[src/rtl/sar_adc_ctrl_if.sv]
// Bundle between the SAR controller and its analog front end / test controller.
// Handshake: start is a request sampled on a rising edge; busy covers accepted work; done is a one-cycle valid strobe for result.
interface sar_adc_ctrl_if #(
  parameter int WIDTH = 8
);
  logic             start;
  logic             cmp;
  logic             sample;
  logic [WIDTH-1:0] dac_code;
  logic             busy;
  logic             done;
  logic [WIDTH-1:0] result;

  modport master (
    output start, cmp,
    input  sample, dac_code, busy, done, result
  );

  modport slave (
    input  start, cmp,
    output sample, dac_code, busy, done, result
  );
endinterface

[src/rtl/sar_adc_ctrl.sv]
// Successive-approximation controller: samples the gain-stage output, binary-searches the DAC
// code against the comparator and returns the resolved code with a busy/done handshake.
module sar_adc_ctrl #(
  parameter int WIDTH         = 8,
  parameter int SAMPLE_CYCLES = 2
) (
  input  logic                clk,
  input  logic                rst_n,
  sar_adc_ctrl_if.slave       bus,
  output logic [1:0]          dbg_state_o
);
  localparam int CW = (SAMPLE_CYCLES > 1) ? $clog2(SAMPLE_CYCLES) : 1;
  localparam int KW = $clog2(WIDTH);
  localparam logic [CW-1:0]    CNT_LAST = CW'(SAMPLE_CYCLES - 1);
  localparam logic [KW-1:0]    K_MSB    = KW'(WIDTH - 1);
  localparam logic [WIDTH-1:0] MSB_CODE = {1'b1, {(WIDTH-1){1'b0}}};

  typedef enum logic [1:0] {IDLE, SAMPLE, CONVERT, DONE} state_e;

  state_e           state_q, state_d;
  logic [CW-1:0]    cnt_q, cnt_d;
  logic [KW-1:0]    k_q, k_d;
  logic             sample_q, sample_d;
  logic             busy_q, busy_d;
  logic             done_q, done_d;
  logic [WIDTH-1:0] dac_q, dac_d;
  logic [WIDTH-1:0] result_q, result_d;

  always_ff @(posedge clk or negedge rst_n) begin
    if (!rst_n) begin
      state_q  <= IDLE;
      cnt_q    <= '0;
      k_q      <= K_MSB;
      sample_q <= 1'b0;
      busy_q   <= 1'b0;
      done_q   <= 1'b0;
      dac_q    <= '0;
      result_q <= '0;
    end else begin
      state_q  <= state_d;
      cnt_q    <= cnt_d;
      k_q      <= k_d;
      sample_q <= sample_d;
      busy_q   <= busy_d;
      done_q   <= done_d;
      dac_q    <= dac_d;
      result_q <= result_d;
    end
  end

  always_comb begin
    state_d  = state_q;
    cnt_d    = cnt_q;
    k_d      = k_q;
    sample_d = sample_q;
    busy_d   = busy_q;
    done_d   = 1'b0;
    dac_d    = dac_q;
    result_d = result_q;
    case (state_q)
      IDLE: begin
        if (bus.start) begin
          state_d  = SAMPLE;
          sample_d = 1'b1;
          busy_d   = 1'b1;
          dac_d    = '0;
          cnt_d    = '0;
        end
      end
      SAMPLE: begin
        if (cnt_q == CNT_LAST) begin
          state_d  = CONVERT;
          sample_d = 1'b0;
          dac_d    = MSB_CODE;
          k_d      = K_MSB;
        end else begin
          cnt_d = cnt_q + 1'b1;
        end
      end
      CONVERT: begin
        // Resolve the bit under trial, then either place the next trial bit or finish.
        if (!bus.cmp) dac_d[k_q] = 1'b0;
        if (k_q != '0) begin
          dac_d[k_q - 1'b1] = 1'b1;
          k_d               = k_q - 1'b1;
        end else begin
          result_d = dac_d;
          busy_d   = 1'b0;
          done_d   = 1'b1;
          state_d  = DONE;
        end
      end
      DONE: begin
        if (bus.start) begin
          state_d  = SAMPLE;
          sample_d = 1'b1;
          busy_d   = 1'b1;
          dac_d    = '0;
          cnt_d    = '0;
        end else begin
          state_d = IDLE;
        end
      end
      default: state_d = IDLE;
    endcase
  end

  assign bus.sample   = sample_q;
  assign bus.busy     = busy_q;
  assign bus.done     = done_q;
  assign bus.dac_code = dac_q;
  assign bus.result   = result_q;
  assign dbg_state_o  = state_q;
endmodule

[src/flat_wrapper.sv]
// flat-port wrapper written by rule: the top's interface ports become plain ports
module sar_adc_ctrl_flat 
#(
  parameter int WIDTH         = 8,
  parameter int SAMPLE_CYCLES = 2
)
  (clk, rst_n, dbg_state_o, bus_start, bus_cmp, bus_sample, bus_dac_code, bus_busy, bus_done, bus_result);
  sar_adc_ctrl_if #(.WIDTH(WIDTH)) bus_i ();
  input  logic clk;
  input  logic rst_n;
  output logic [1:0] dbg_state_o;
  input wire logic [$bits(bus_i.start)-1:0] bus_start;
  input wire logic [$bits(bus_i.cmp)-1:0] bus_cmp;
  output wire logic [$bits(bus_i.sample)-1:0] bus_sample;
  output wire logic [$bits(bus_i.dac_code)-1:0] bus_dac_code;
  output wire logic [$bits(bus_i.busy)-1:0] bus_busy;
  output wire logic [$bits(bus_i.done)-1:0] bus_done;
  output wire logic [$bits(bus_i.result)-1:0] bus_result;
  assign bus_i.start = bus_start;
  assign bus_i.cmp = bus_cmp;
  assign bus_sample = bus_i.sample;
  assign bus_dac_code = bus_i.dac_code;
  assign bus_busy = bus_i.busy;
  assign bus_done = bus_i.done;
  assign bus_result = bus_i.result;
  sar_adc_ctrl #(.WIDTH(WIDTH), .SAMPLE_CYCLES(SAMPLE_CYCLES)) u_core (.clk(clk), .rst_n(rst_n), .bus(bus_i), .dbg_state_o(dbg_state_o));
endmodule
[config.mk]
export PLATFORM = sky130hd
export DESIGN_NAME = sar_adc_ctrl_flat
export DESIGN_NICKNAME = d
export VERILOG_FILES = /design/src/rtl/sar_adc_ctrl_if.sv /design/src/rtl/sar_adc_ctrl.sv /design/src/flat_wrapper.sv
export SDC_FILE = /design/constraint.sdc
export NUM_CORES = 1
export LEC_CHECK = 0
export CORE_MARGIN = 1
export CORE_UTILIZATION = 50
export CTS_BUF_LIST = sky130_fd_sc_hd__clkbuf_8 sky130_fd_sc_hd__clkbuf_16
export CTS_CLUSTER_DIAMETER = 150
export CTS_CLUSTER_SIZE = 28
export DETAILED_ROUTE_END_ITERATION = 12
export PLACE_DENSITY = 0.78
export RECOVER_POWER = 50
export SLEW_MARGIN = 20
export SYNTH_ARGS = -nofsm -noshare
export SYNTH_HDL_FRONTEND = slang
export SYNTH_SLANG_ARGS = --single-unit
[constraint.sdc]
create_clock -name clk -period 3.14 [get_ports clk]
set_input_delay 0.314 -clock clk [delete_from_list [all_inputs] [get_ports clk]]
set_output_delay 0.314 -clock clk [all_outputs]
set_load 0.03 [all_outputs]
# [Word-level counts from Yosys, hierarchy flattened]
# Cells that the tools add are included.
[op_classes] addsub=2 magnitude_cmp=4 n_eq_ne=8 n_mux=28 bitwise=4 n_reduce_logical=15
[op_table] op="8-bit two-way mux" n=5
[op_table] op="8-bit one-hot mux with 3 select lines" n=1
[op_table] op="3-bit AND reduction" n=4
[op_table] op="1-bit two-way mux" n=10
[op_table] op="8-bit bitwise AND" n=1
[op_table] op="3-bit by 4-bit less-than comparator with 1-bit output (second input constant)" n=2
[op_table] op="8-bit inverter" n=1
[op_table] op="8-bit bitwise OR" n=1
[op_table] op="2-bit one-hot mux with 4 select lines" n=1
[op_table] op="1-bit demux with 3-bit select" n=2
[op_table] op="3-bit by 1-bit greater-or-equal comparator with 1-bit output (second input constant)" n=2
[op_table] op="2-bit two-way mux" n=3
[op_table] op="3-bit two-way mux" n=2
[op_table] op="2-bit by 1-bit != test with 1-bit output (second input constant)" n=3
[op_table] op="1-bit one-hot mux with 2 select lines" n=3
[op_table] op="3-bit one-hot mux with 2 select lines" n=1
[op_table] op="2-bit AND reduction" n=3
[op_table] op="2-bit nonzero test" n=3
[op_table] op="2-bit == test (second input constant)" n=2
[op_table] op="2-bit != test (second input constant)" n=2
[op_table] op="3-bit nonzero test" n=1
[op_table] op="3-bit by 1-bit subtractor with 3-bit output (second input constant)" n=1
[op_table] op="2-bit by 1-bit == test with 1-bit output (second input constant)" n=1
[op_table] op="1-bit logical AND" n=2
[op_table] op="4 further kinds" n=4
[word_totals] reg_bits=25 inputBits=4 output_inout_bits=21 elab_cells=69

# [Logic depth before layout (Yosys ltp)]
[logic_depth] ltp_word=11 ltp_mapped=7 mapped_depth_nobuf=5

# [Least setup slack after synthesis]
# OpenSTA, ideal clock, no wires.
[synth_path] path_type="reg-to-reg" startpoint="register u_core.k_q[0]" endpoint="register u_core.dac_q[6], in the netlist u_core.bus.dac_code[6]" setup_time_ns=0.095 arrival_time_ns=1.752 required_time_ns=3.045 setup_slack_ns=1.293 path_stages_with_launch=7 path_buffers=1 synth_period_minus_slack_ns=1.847 path_cell_list="dfstp_2 -> buf_2 -> inv_1 -> ha_1 -> nor3b_1 -> nor2_1 -> o32ai_2"
[synth_via] elab_chain_cells=11 word_cells_on_any_way=19 cone_classes="add/sub (1); order compare (4); mux (8); bitwise (3); reduce/logical (3)"
[synth_rtl] element="start, declared" line_no="sar_adc_ctrl.sv:22" text="logic [KW-1:0] k_q, k_d;"
[synth_rtl] element="start signal, assigned" line_no="sar_adc_ctrl.sv:42" text="k_q <= k_d;"
[synth_rtl] element="branches (longest 9 deep; another with 3-bit by 4-bit less-than comparator with 1-bit output)"
[synth_rtl] element="8-bit two-way mux *" line_no="sar_adc_ctrl.sv:83" text="if (k_q != '0) begin"
[synth_rtl] element="8-bit one-hot mux with 3 select lines *" line_no="sar_adc_ctrl.sv:60" text="case (state_q)"
[synth_rtl] element="end signal, assigned" line_no="sar_adc_ctrl.sv:37" text="dac_q <= '0;"
[synth_rtl] element="end signal, assigned" line_no="sar_adc_ctrl.sv:46" text="dac_q <= dac_d;"
[synth_rtl] element="end, declared" line_no="sar_adc_ctrl.sv:26" text="logic [WIDTH-1:0] dac_q, dac_d;"
# Mark *: on every way between the ends. The select of a mux whose other input is x is not followed.
# A chain may end at the register's enable or synchronous reset.

# [Worst setup path after layout]
# Same ends and word-level chain as after synthesis.

==> run metrics <==
period utilization=between 60 and 70%; synth top area cells=dfrtp_1 (37%), ha_1 (5.9%), dfstp_2 (5.3%), a32o_1 (3.4%), o211ai_1 (3.1%); DRT antenna net count=0; final-report hold violation count=0; vias in the first global route=1098; Critical Path End Type=register; final critical-path required period=roughly 2100 ps; Synth async-reset ratio=100.0%; drt wl/cell=approximately 16 um; met3 WL post-DR=95 um; share of total power in sequential cells=32.1%; VDD IR max=~0.67 mV; Die Ht=approximately 56 um; Top FF cell, synth=dfrtp_1; Post-Synthesis Cells=approximately 130; Worst-Margin Slew=around 1300 ps; vias per cell=just over 6; maximum buffer depth of the clock tree=2; share of the synthesized area in the top cell type=37.32%; Psw=between 0.7 and 0.8 mW; TritonCTS Sinks=25; Clock Skew=approximately 6.4 ps; list of most frequent post-synthesis cells=dfrtp_1 (22), nor2_1 (9), inv_1 (8); # port buffers=24; Synth cell types=46; Slew Limit Fails=0; Fmax=around 480 MHz; Arr. time, crit path=approximately 2300 ps; layout cells sized above 1=12.90%; setup TNS=0 ps; Area growth syn-to-layout=19.00%; clock slew at reported path FFs=~90 ps; number of flops mapped to enable cells by yosys=0; final WL=about 3.1 mm; synthesized area=approximately 1500 sq um; clk_lat worst skew=~280 ps; Worst Path Required=3320 ps; postcts setup bufs=0; # nets final=about 170; First-pass DRT Iterations=4; FP Rows=19; Core Box Area=2781 sq um; IO Pins=25; P_int=around 0.89 mW; # resized after CTS=0; share of the yosys chip area belonging to registers=42.66%; first-pass GRT wire length=5.216 mm; H-tree levels=1; Antenna Cells=0; Initial Util=around 53%; CTS tree=built; Power, Total=about 1.7 mW; switching part of the total=a little under half; DIE AREA=approximately 3200 sq um; Clk pwr share=about an eighth; # Max-Cap Violations=0; synthesis-stage register bit count=25; total vias in the final route=about 1200; CTS buffer count=3; CP startpoint kind=register; grt ovf=0; non-filler cells, final=between 150 and 200; Leak=approximately 0.8 nW; combinational group share of total power=between 50 and 60%; Post-Syn Nets=145; Clock Root Buffer=clkbuf_8; Syn. warnings=0; Mean Syn Cell Area=11.01 sq um; met2 routed WL=approximately 1.5 mm; Detail Placement HPWL=2.179 mm; initial antenna violation count=0; slew margin rel.=between 10% and 20%; DRT iter0 DRCs=34; hold_ws=~300 ps; DRC=0; Yosys top cell by area=dfrtp_1; all-layer global routing usage=between 20% and 30%; Fill cells=249; Placed Cells=roughly 180; largest net degree at the start of global routing=25; cell with the most instances after synthesis=dfrtp_1; RD Place Congestion=~0.85; RSZ-0062 raised after global routing=false; Crit Path Category=register to register; Power Dens Cells=~940 nW/um^2; status=complete, no violations; M1 WL=~1.4 mm; die width=56.32 um; Min-Delay Path Class=input port to async pin; crit-path max FO=13; Post-CTS Hold Buffers=0; max layer used=met4; setup violators final=0
## per-layer routing
layer,vias up,GRT usage [%]
met5,-,0
met4,0,8.711
met3,5,2.304
met2,29,35.54
met1,568,27.69
li1,548,-
## kinds of logic after synthesis
group	Yosys count	synth area share, %
and+or+nand+nor	45	21.97
adders and majority gates	7	5.937
buffers and inverters	16	5.344
AOI/OAI and AO/OA	38	21.88
DFF	25	42.66
muxes	3	2.205
## through the flow
stage	utilization (%)	worst slack [ps]	instance area [sq um]
3_5_place_dp	61.58	1125	1713
3_3_place_gp	61.58	1170	1713
2_1_floorplan	-	1293	1475
6_report	63.11	1051	1755
4_1_cts	63.34	1091	1762
5_1_grt	63.11	967.1	1755
## critical path, cell delays in order (launching register included)
cell	delay [ps]
dfstp_2	690
inv_1	200
ha_1	320
nor3b_1	380
nor2_1	150
o32ai_2	250
## worst paths after layout
path / startpoint / to / slack (ps) / cells past startpoint
max: u_core.k_q[0] / u_core.bus.dac_code[6] / 1050 / 5
min: rst_n / u_core.bus.result[0] / 290 / 1
max reg2reg: u_core.k_q[0] / u_core.bus.dac_code[6] / 1050 / 5
min reg2reg: u_core.bus.result[7] / u_core.bus.result[7] / 500 / 2
max in group asynchronous: rst_n / u_core.k_q[2] / 1970 / 2
min in group clk: u_core.bus.result[7] / u_core.bus.result[7] / 500 / 2
## flip-flops by register name, summed over array words and instances, names as in the netlist
signal and cells:
u_core.dbg_state_o 2, u_core.bus.result 8, u_core.bus.dac_code 8, u_core.bus.sample 1, u_core.cnt_q 1, u_core.k_q 3
u_core.bus.done 1, u_core.bus.busy 1
## power groups by stage
stage               logic, mW  registers, mW  clock network [mW]
finish                  0.929          0.532               0.196
global route             1.01          0.544               0.214
CTS                     0.933          0.531               0.202
detailed placement      0.927          0.535                   0
global placement        0.916          0.525                   0
floorplan               0.642          0.585                   0
## layout make-up
type	count	area (sq um)	area share [%]
clock buffers	3	41.29	2.352
clock inverters	1	7.507	0.4277
inverters	8	30.03	1.711
multi-input cells	93	767.0	43.69
flip-flops and latches	25	629.4	35.85
well taps	31	38.79	2.210
repair buffers	25	241.5	13.76
## cell usage in the layout (no fill, tap or decap), drive strengths merged, types with 2 or more instances in the layout
cell           Yosys  routed
dfstp              3       3
nor3               2       2
a2bb2oi            2       2
a32o               5       5
a22o               4       4
nor4b              3       3
mux2               2       2
inv                8       8
nand2b             4       4
nor3b              2       2
and2b              2       2
ha                 7       7
clkdlybuf4s50      0      15
nand4b             2       2
o2bb2ai            2       2
nand2              4       4
clkbuf             0       5
a21oi              5       5
o211ai             6       6
nand4              4       4
a211oi             4       4
nor2               9       9
dfrtp             22      22
and4bb             2       2
nor2b              2       2
dlygate4sd3        0       8
nand3              2       2
o21ai              5       5
(Power assumes the default switching activity.)
